[src/rtl/accel_if_pkg.sv]
// Shared types and constants for the PS/PL control handshake sequencer.
package accel_if_pkg;

    typedef enum logic [2:0] {
        IDLE,
        LOAD,
        KICK,
        RD_ADDR,
        RD_CAP,
        RD_OUT,
        RELEASE,
        DONE
    } state_e;

    localparam int unsigned CTRL_RUN_BIT  = 0;
    localparam int unsigned STAT_DONE_BIT = 0;
    localparam int unsigned ADDR_STEP     = 4;
    localparam logic [3:0]  BRAM_WE_ALL   = 4'hF;

endpackage

[src/rtl/handshake_timer.sv]
// Down-counter bounding how long the sequencer waits for a pl_status edge.
module handshake_timer #(
    parameter int unsigned TIMEOUT = 65535
) (
    input  logic clk,
    input  logic reset,
    input  logic clear,
    input  logic enable,
    output logic expired
);

    localparam int unsigned W = $clog2(TIMEOUT + 1);
    // Loading TIMEOUT-1 makes the wait state last exactly TIMEOUT cycles.
    localparam logic [W-1:0] LOAD_VAL = W'(TIMEOUT - 1);

    logic [W-1:0] cnt_q, cnt_d;

    always_comb begin
        cnt_d = cnt_q;
        if (clear) begin
            cnt_d = LOAD_VAL;
        end else if (enable && (cnt_q != '0)) begin
            cnt_d = cnt_q - 1'b1;
        end
    end

    assign expired = enable && (cnt_q == '0);

    always_ff @(posedge clk) begin
        if (reset) begin
            cnt_q <= '0;
        end else begin
            cnt_q <= cnt_d;
        end
    end

endmodule

[src/rtl/accel_host_sequencer.sv]
// Initiator side of the ps_control/pl_status handshake: load input BRAM, kick the
// accelerator, drain the output BRAM onto a stream, then release the handshake.
module accel_host_sequencer
    import accel_if_pkg::*;
#(
    parameter int unsigned ADDR_W    = 12,
    parameter int unsigned DATA_W    = 32,
    parameter int unsigned IN_WORDS  = 512,
    parameter int unsigned OUT_WORDS = 2,
    parameter int unsigned TIMEOUT   = 65535
) (
    input  logic              clk,
    input  logic              reset,
    input  logic              start,
    output logic              busy,
    output logic              done,
    output logic              err,
    input  logic [DATA_W-1:0] s_data,
    input  logic              s_valid,
    output logic              s_ready,
    output logic [ADDR_W-1:0] in_addr,
    output logic [DATA_W-1:0] in_wdata,
    output logic [3:0]        in_wren,
    output logic [31:0]       ps_control,
    input  logic [31:0]       pl_status,
    output logic [ADDR_W-1:0] out_addr,
    input  logic [DATA_W-1:0] out_rdata,
    output logic [DATA_W-1:0] m_data,
    output logic              m_valid,
    input  logic              m_ready
);

    localparam int unsigned MAX_WORDS = (IN_WORDS > OUT_WORDS) ? IN_WORDS : OUT_WORDS;
    localparam int unsigned CNT_W     = $clog2(MAX_WORDS) + 1;
    localparam logic [CNT_W-1:0] IN_LAST  = CNT_W'(IN_WORDS - 1);
    localparam logic [CNT_W-1:0] OUT_LAST = CNT_W'(OUT_WORDS - 1);

    if (IN_WORDS * ADDR_STEP > (32'd1 << ADDR_W)) begin : g_cfg_check
        $error("IN_WORDS does not fit in the input BRAM address space");
    end

    state_e             state_q, state_d;
    logic [CNT_W-1:0]   in_cnt_q, in_cnt_d;
    logic [CNT_W-1:0]   out_cnt_q, out_cnt_d;
    logic [DATA_W-1:0]  m_data_q, m_data_d;
    logic               err_q, err_d;
    logic               stale_q, stale_d;
    logic               stat_done, run, in_accept, tmr_expired, tmr_clear, tmr_enable;
    logic [31:0]        unused_status;

    assign unused_status = pl_status;
    assign stat_done     = pl_status[STAT_DONE_BIT];

    always_comb begin
        state_d   = state_q;
        in_cnt_d  = in_cnt_q;
        out_cnt_d = out_cnt_q;
        m_data_d  = m_data_q;
        err_d     = err_q;
        stale_d   = 1'b0;
        unique case (state_q)
            IDLE: begin
                if (start) begin
                    // A status still high from a previous job means the block is not ready.
                    if (stat_done) begin
                        err_d   = 1'b1;
                        stale_d = 1'b1;
                    end else begin
                        err_d    = 1'b0;
                        in_cnt_d = '0;
                        state_d  = LOAD;
                    end
                end
            end
            LOAD: begin
                if (s_valid) begin
                    in_cnt_d = in_cnt_q + 1'b1;
                    if (in_cnt_q == IN_LAST) state_d = KICK;
                end
            end
            KICK: begin
                if (stat_done) begin
                    out_cnt_d = '0;
                    state_d   = RD_ADDR;
                end else if (tmr_expired) begin
                    err_d   = 1'b1;
                    state_d = RELEASE;
                end
            end
            RD_ADDR: state_d = RD_CAP;
            RD_CAP: begin
                m_data_d = out_rdata;
                state_d  = RD_OUT;
            end
            RD_OUT: begin
                if (m_ready) begin
                    if (out_cnt_q == OUT_LAST) begin
                        state_d = RELEASE;
                    end else begin
                        out_cnt_d = out_cnt_q + 1'b1;
                        state_d   = RD_ADDR;
                    end
                end
            end
            RELEASE: begin
                if (!stat_done) begin
                    state_d = DONE;
                end else if (tmr_expired) begin
                    err_d   = 1'b1;
                    state_d = DONE;
                end
            end
            DONE:    state_d = IDLE;
            default: state_d = IDLE;
        endcase
    end

    always_comb begin
        run        = state_q inside {KICK, RD_ADDR, RD_CAP, RD_OUT};
        in_accept  = (state_q == LOAD) && s_valid;
        busy       = (state_q != IDLE);
        done       = (state_q == DONE) || stale_q;
        err        = err_q;
        s_ready    = (state_q == LOAD);
        in_wren    = in_accept ? BRAM_WE_ALL : 4'h0;
        in_addr    = in_accept ? ADDR_W'(in_cnt_q * ADDR_STEP) : '0;
        in_wdata   = in_accept ? s_data : '0;
        out_addr   = (state_q == RD_ADDR) ? ADDR_W'(out_cnt_q * ADDR_STEP) : '0;
        m_valid    = (state_q == RD_OUT);
        m_data     = m_data_q;
        ps_control = '0;
        ps_control[CTRL_RUN_BIT] = run;
        tmr_enable = state_q inside {KICK, RELEASE};
        // Reload on every state change so KICK and RELEASE each get a full window.
        tmr_clear  = (state_d != state_q);
    end

    handshake_timer #(
        .TIMEOUT (TIMEOUT)
    ) u_timer (
        .clk     (clk),
        .reset   (reset),
        .clear   (tmr_clear),
        .enable  (tmr_enable),
        .expired (tmr_expired)
    );

    always_ff @(posedge clk) begin
        if (reset) begin
            state_q   <= IDLE;
            in_cnt_q  <= '0;
            out_cnt_q <= '0;
            m_data_q  <= '0;
            err_q     <= 1'b0;
            stale_q   <= 1'b0;
        end else begin
            state_q   <= state_d;
            in_cnt_q  <= in_cnt_d;
            out_cnt_q <= out_cnt_d;
            m_data_q  <= m_data_d;
            err_q     <= err_d;
            stale_q   <= stale_d;
        end
    end

endmodule

[config.mk]
export PLATFORM = sky130hd
export DESIGN_NAME = accel_host_sequencer
export DESIGN_NICKNAME = d
export VERILOG_FILES = /design/src/rtl/accel_if_pkg.sv /design/src/rtl/handshake_timer.sv /design/src/rtl/accel_host_sequencer.sv
export SDC_FILE = /design/constraint.sdc
export NUM_CORES = 1
export LEC_CHECK = 0
export ABC_AREA = 0
export CORE_ASPECT_RATIO = 1.75
export CORE_MARGIN = 2
export CORE_UTILIZATION = 39
export DETAILED_ROUTE_END_ITERATION = 12
export PLACE_DENSITY = 0.82
export SLEW_MARGIN = 40
export SYNTH_ARGS = -nofsm -noshare
export SYNTH_HDL_FRONTEND = slang
export SYNTH_SLANG_ARGS = --single-unit
[constraint.sdc]
create_clock -name clk -period 3.51 [get_ports clk]
set_input_delay 0.5265 -clock clk [delete_from_list [all_inputs] [get_ports clk]]
set_output_delay 0.5265 -clock clk [all_outputs]
set_load 0.03 [all_outputs]
==> key figures <==
Route
  • Initial DRT Pass Iterations: 4
  • Number of remaining DRC errors: 0
  • Highest metal used: met4
  • Number of DRC markers in iteration 0: 183
  • Met3 Wirelength: 666 um
  • Via Count: 4097
  • Met2 WL: 6.44 mm
  • Post-route ant nets: 0
  • Per-cell routed wire length: 14.5 um
  • DRT Wirelength: 11.6 mm
  • Via/cell ratio: 5.11
  • WL met1: 4.04 mm

Synth
  • Top post-synthesis cells by count: 77 x nand2_1, 73 x dfxtp_1, 53 x and2_1
  • Warnings, synthesis: 0
  • Mean post-synth cell area: 8.04 sq um
  • Asr flop ratio synth: 0
  • XOR/XNOR Fraction of Synth Area: 0.0567
  • Adder-cell area share of the yosys netlist: 0.0240
  • Yosys cell types: 59
  • Cell Area, Synth: 4170 sq um
  • Cell with the most instances after synthesis: nand2_1
  • Post-synth EDFFs: 0
  • Cell taking the most area after synthesis: dfxtp_1
  • Mapped Cells: 519
  • Seq cells post-synth: 73
  • Post-synthesis compound-gate area fraction: 0.131
  • Seq/Total Area, Yosys: 0.350
  • Main combinational cell family by area after synthesis: simple AND/OR/NAND/NOR gates
  • Post-synthesis simple-gate area fraction: 0.312
  • Mux contribution to synthesized area: 0.00990
  • Most area-consuming cells after synthesis: dfxtp_1 35%, and2_1 7.9%, buf_4 7.4%
  • Top cell type's share of synthesized area: 0.350
  • Ys flop type: dfxtp_1

Floorplanning
  • IO Pins: 230
  • # rows: 50
  • Die Area: 11600 sq um
  • CORE AREA: 10600 sq um
  • Chip Height: 141 um
  • Die width: 82.2 um
  • Initial core utilization: 0.395

Layout
  • Area Overhead vs Synth: 46.1%
  • Final instance area: 6100 sq um
  • Final net count: 775
  • Ant diodes: 0
  • Final non-filler cell total: 801
  • Final core utilization: 0.577
  • Share of layout cells above drive strength 1: 0.0775

STA
  • Fin worst setup slack: 390 ps
  • Max Fclk: 321 MHz
  • Slew at the pin closest to its max-slew limit: 764 ps
  • Setup TNS after final layout: 0 ps
  • Final Max Slew Viols: 0
  • Worst Skew: 9.68 ps
  • Unrepaired setup endpoints after global routing: no
  • Final setup fails: 0
  • Final Hold Viols: 0
  • Rel. slew slack: 0.490
  • Min Tclk post-route: 3120 ps
  • Period utilization: 0.889

Clock tree
  • Clk buf depth: 2
  • Post-cts hold buffer count: 0
  • Setup Fix Bufs, Post-CTS: 0
  • Post-cts resize count: 0
  • CTS clk-pin slew, worst paths: 60 ps
  • Clock Latency Late Sink: 340 ps
  • H-Tree Level Count: 3
  • CTS tree: built
  • Clk sinks: 73
  • Root buf cell: clkbuf_16
  • Number of CTS-inserted buffers: 9

Job
  • Max Cap Viol: 0

Status
  • Status: complete, no violations

Power
  • Clock power frac: 0.313
  • Leakage: 0.00221 uW
  • NetSw: 1180 uW
  • Cell Int Power: 2070 uW
  • Comb power frac: 0.363
  • Max IR drop VDD: 0.356 mV
  • Sequential power share: 0.324
  • Pwr Density: 533 nW/um^2
  • Net Sw Frac: 0.362

Setup path
  • Crit path max fanout: 47
  • Worst endpoint required time: 2980 ps
  • Worst path arrival time: 2590 ps
  • CP Class: in -> out
  • CP Launch Point: s_valid
  • Critical path endpoint category: primary output
  • Crit path launch type: primary input
  • Worst reg2reg path startpoint: state_q[1]

Worst hold path
  • Worst hold start: err
  • Hold Crit Class: reg -> reg

Placed design
  • GP Congestion: 0.875
  • # port buffers: 163
  • Cells after DPL: 785
  • HPWL after detailed placement: 8.76 mm
  • Pre-CTS setup slack: 377 ps
  • Placed Area: 5770 sq um

Global route
  • Global-route wire length before repair: 18.9 mm
  • Initial antenna violation count: 0
  • All-Layer GR Usage: 0.208
  • Largest net degree at the start of global routing: 48
  • Overflow after GRT: 0
  • Vias in the first global route: 4173
-- kinds of logic (layout without fill, tap and decap cells) --
kind of cell | Yosys count | in the layout
AO/OA/AOI/OAI | 86 | 86
adder cells (fa/ha/maj) | 8 | 8
XOR/XNOR | 27 | 27
flip-flops | 73 | 73
multiplexers | 4 | 4
buffers and inverters | 82 | 200
AND/OR/NAND/NOR | 238 | 238
other | 1 | 35
-- area by class of cell --
class	instances	area, sq um
clock inverters	5	86.3
flip-flops and latches	73	1460
well taps	130	163
clock buffers	11	243
inverters	11	41.3
multi-input cells	398	2380
fillers	903	4470
repair buffers	173	1720
-- metal layers --
layer	up-vias	GRT usage
li1	1981	-
met1	1883	0.200
met2	194	0.376
met3	39	0.0531
met4	0	0.126
met5	-	0
-- power groups by stage --
stage | sequential, uW | combinational [uW] | clock, uW
4_1_cts | 1050 | 1180 | 1030
2_1_floorplan | 1030 | 906 | 0
3_3_place_gp | 1060 | 1140 | 0
3_5_place_dp | 1070 | 1180 | 0
5_1_grt | 1070 | 1270 | 1070
6_report | 1050 | 1180 | 1020
-- per-stage QoR --
stage,hold slack [ps],total power (uW)
2_1_floorplan,466,1930
4_1_cts,451,3260
5_1_grt,468,3410
6_report,451,3250
3_3_place_gp,436,2190
3_5_place_dp,439,2240
-- path summary, 6_finish.rpt --
check	endpoint	slack (ps)	cells past startpoint
setup / recovery	in_wdata[1]	390	5
hold reg to reg	err	450	2
hold / removal	err	450	2
setup reg to reg	u_timer.cnt_q[0]	810	9
-- critical path: stages --
cell             delay, ps
clkdlybuf4s50_1        520
nor4bb_4               290
buf_4                  350
and2_1                 170
clkdlybuf4s50_1        710
-- layout by cell type, fill, tap and decap left out, drive strengths merged, types with 3 or more instances in the layout --
| cell type | instances |
|---|---|
| buf | 13 |
| dfxtp | 73 |
| and4b | 3 |
| nand2b | 4 |
| and3 | 3 |
| conb | 35 |
| inv | 12 |
| mux2i | 3 |
| and2 | 53 |
| o21ai | 8 |
| clkbuf | 11 |
| clkdlybuf4s50 | 160 |
| a21oi | 46 |
| or2 | 3 |
| nor3 | 12 |
| ha | 8 |
| nand2 | 77 |
| or4 | 3 |
| nor4 | 11 |
| xnor2 | 18 |
| nor2b | 4 |
| a31oi | 16 |
| nand3 | 10 |
| o211ai | 3 |
| or3 | 9 |
| xor2 | 9 |
| nand4 | 5 |
| nor2 | 29 |
-- state kept, by name, indices dropped and copies added, names as in the netlist --
signal	flops
stale_q	1
state_q	3
m_data	32
in_cnt_q	10
u_timer.cnt_q	16
out_cnt_q	10
err	1
(Power assumes the default switching activity.)
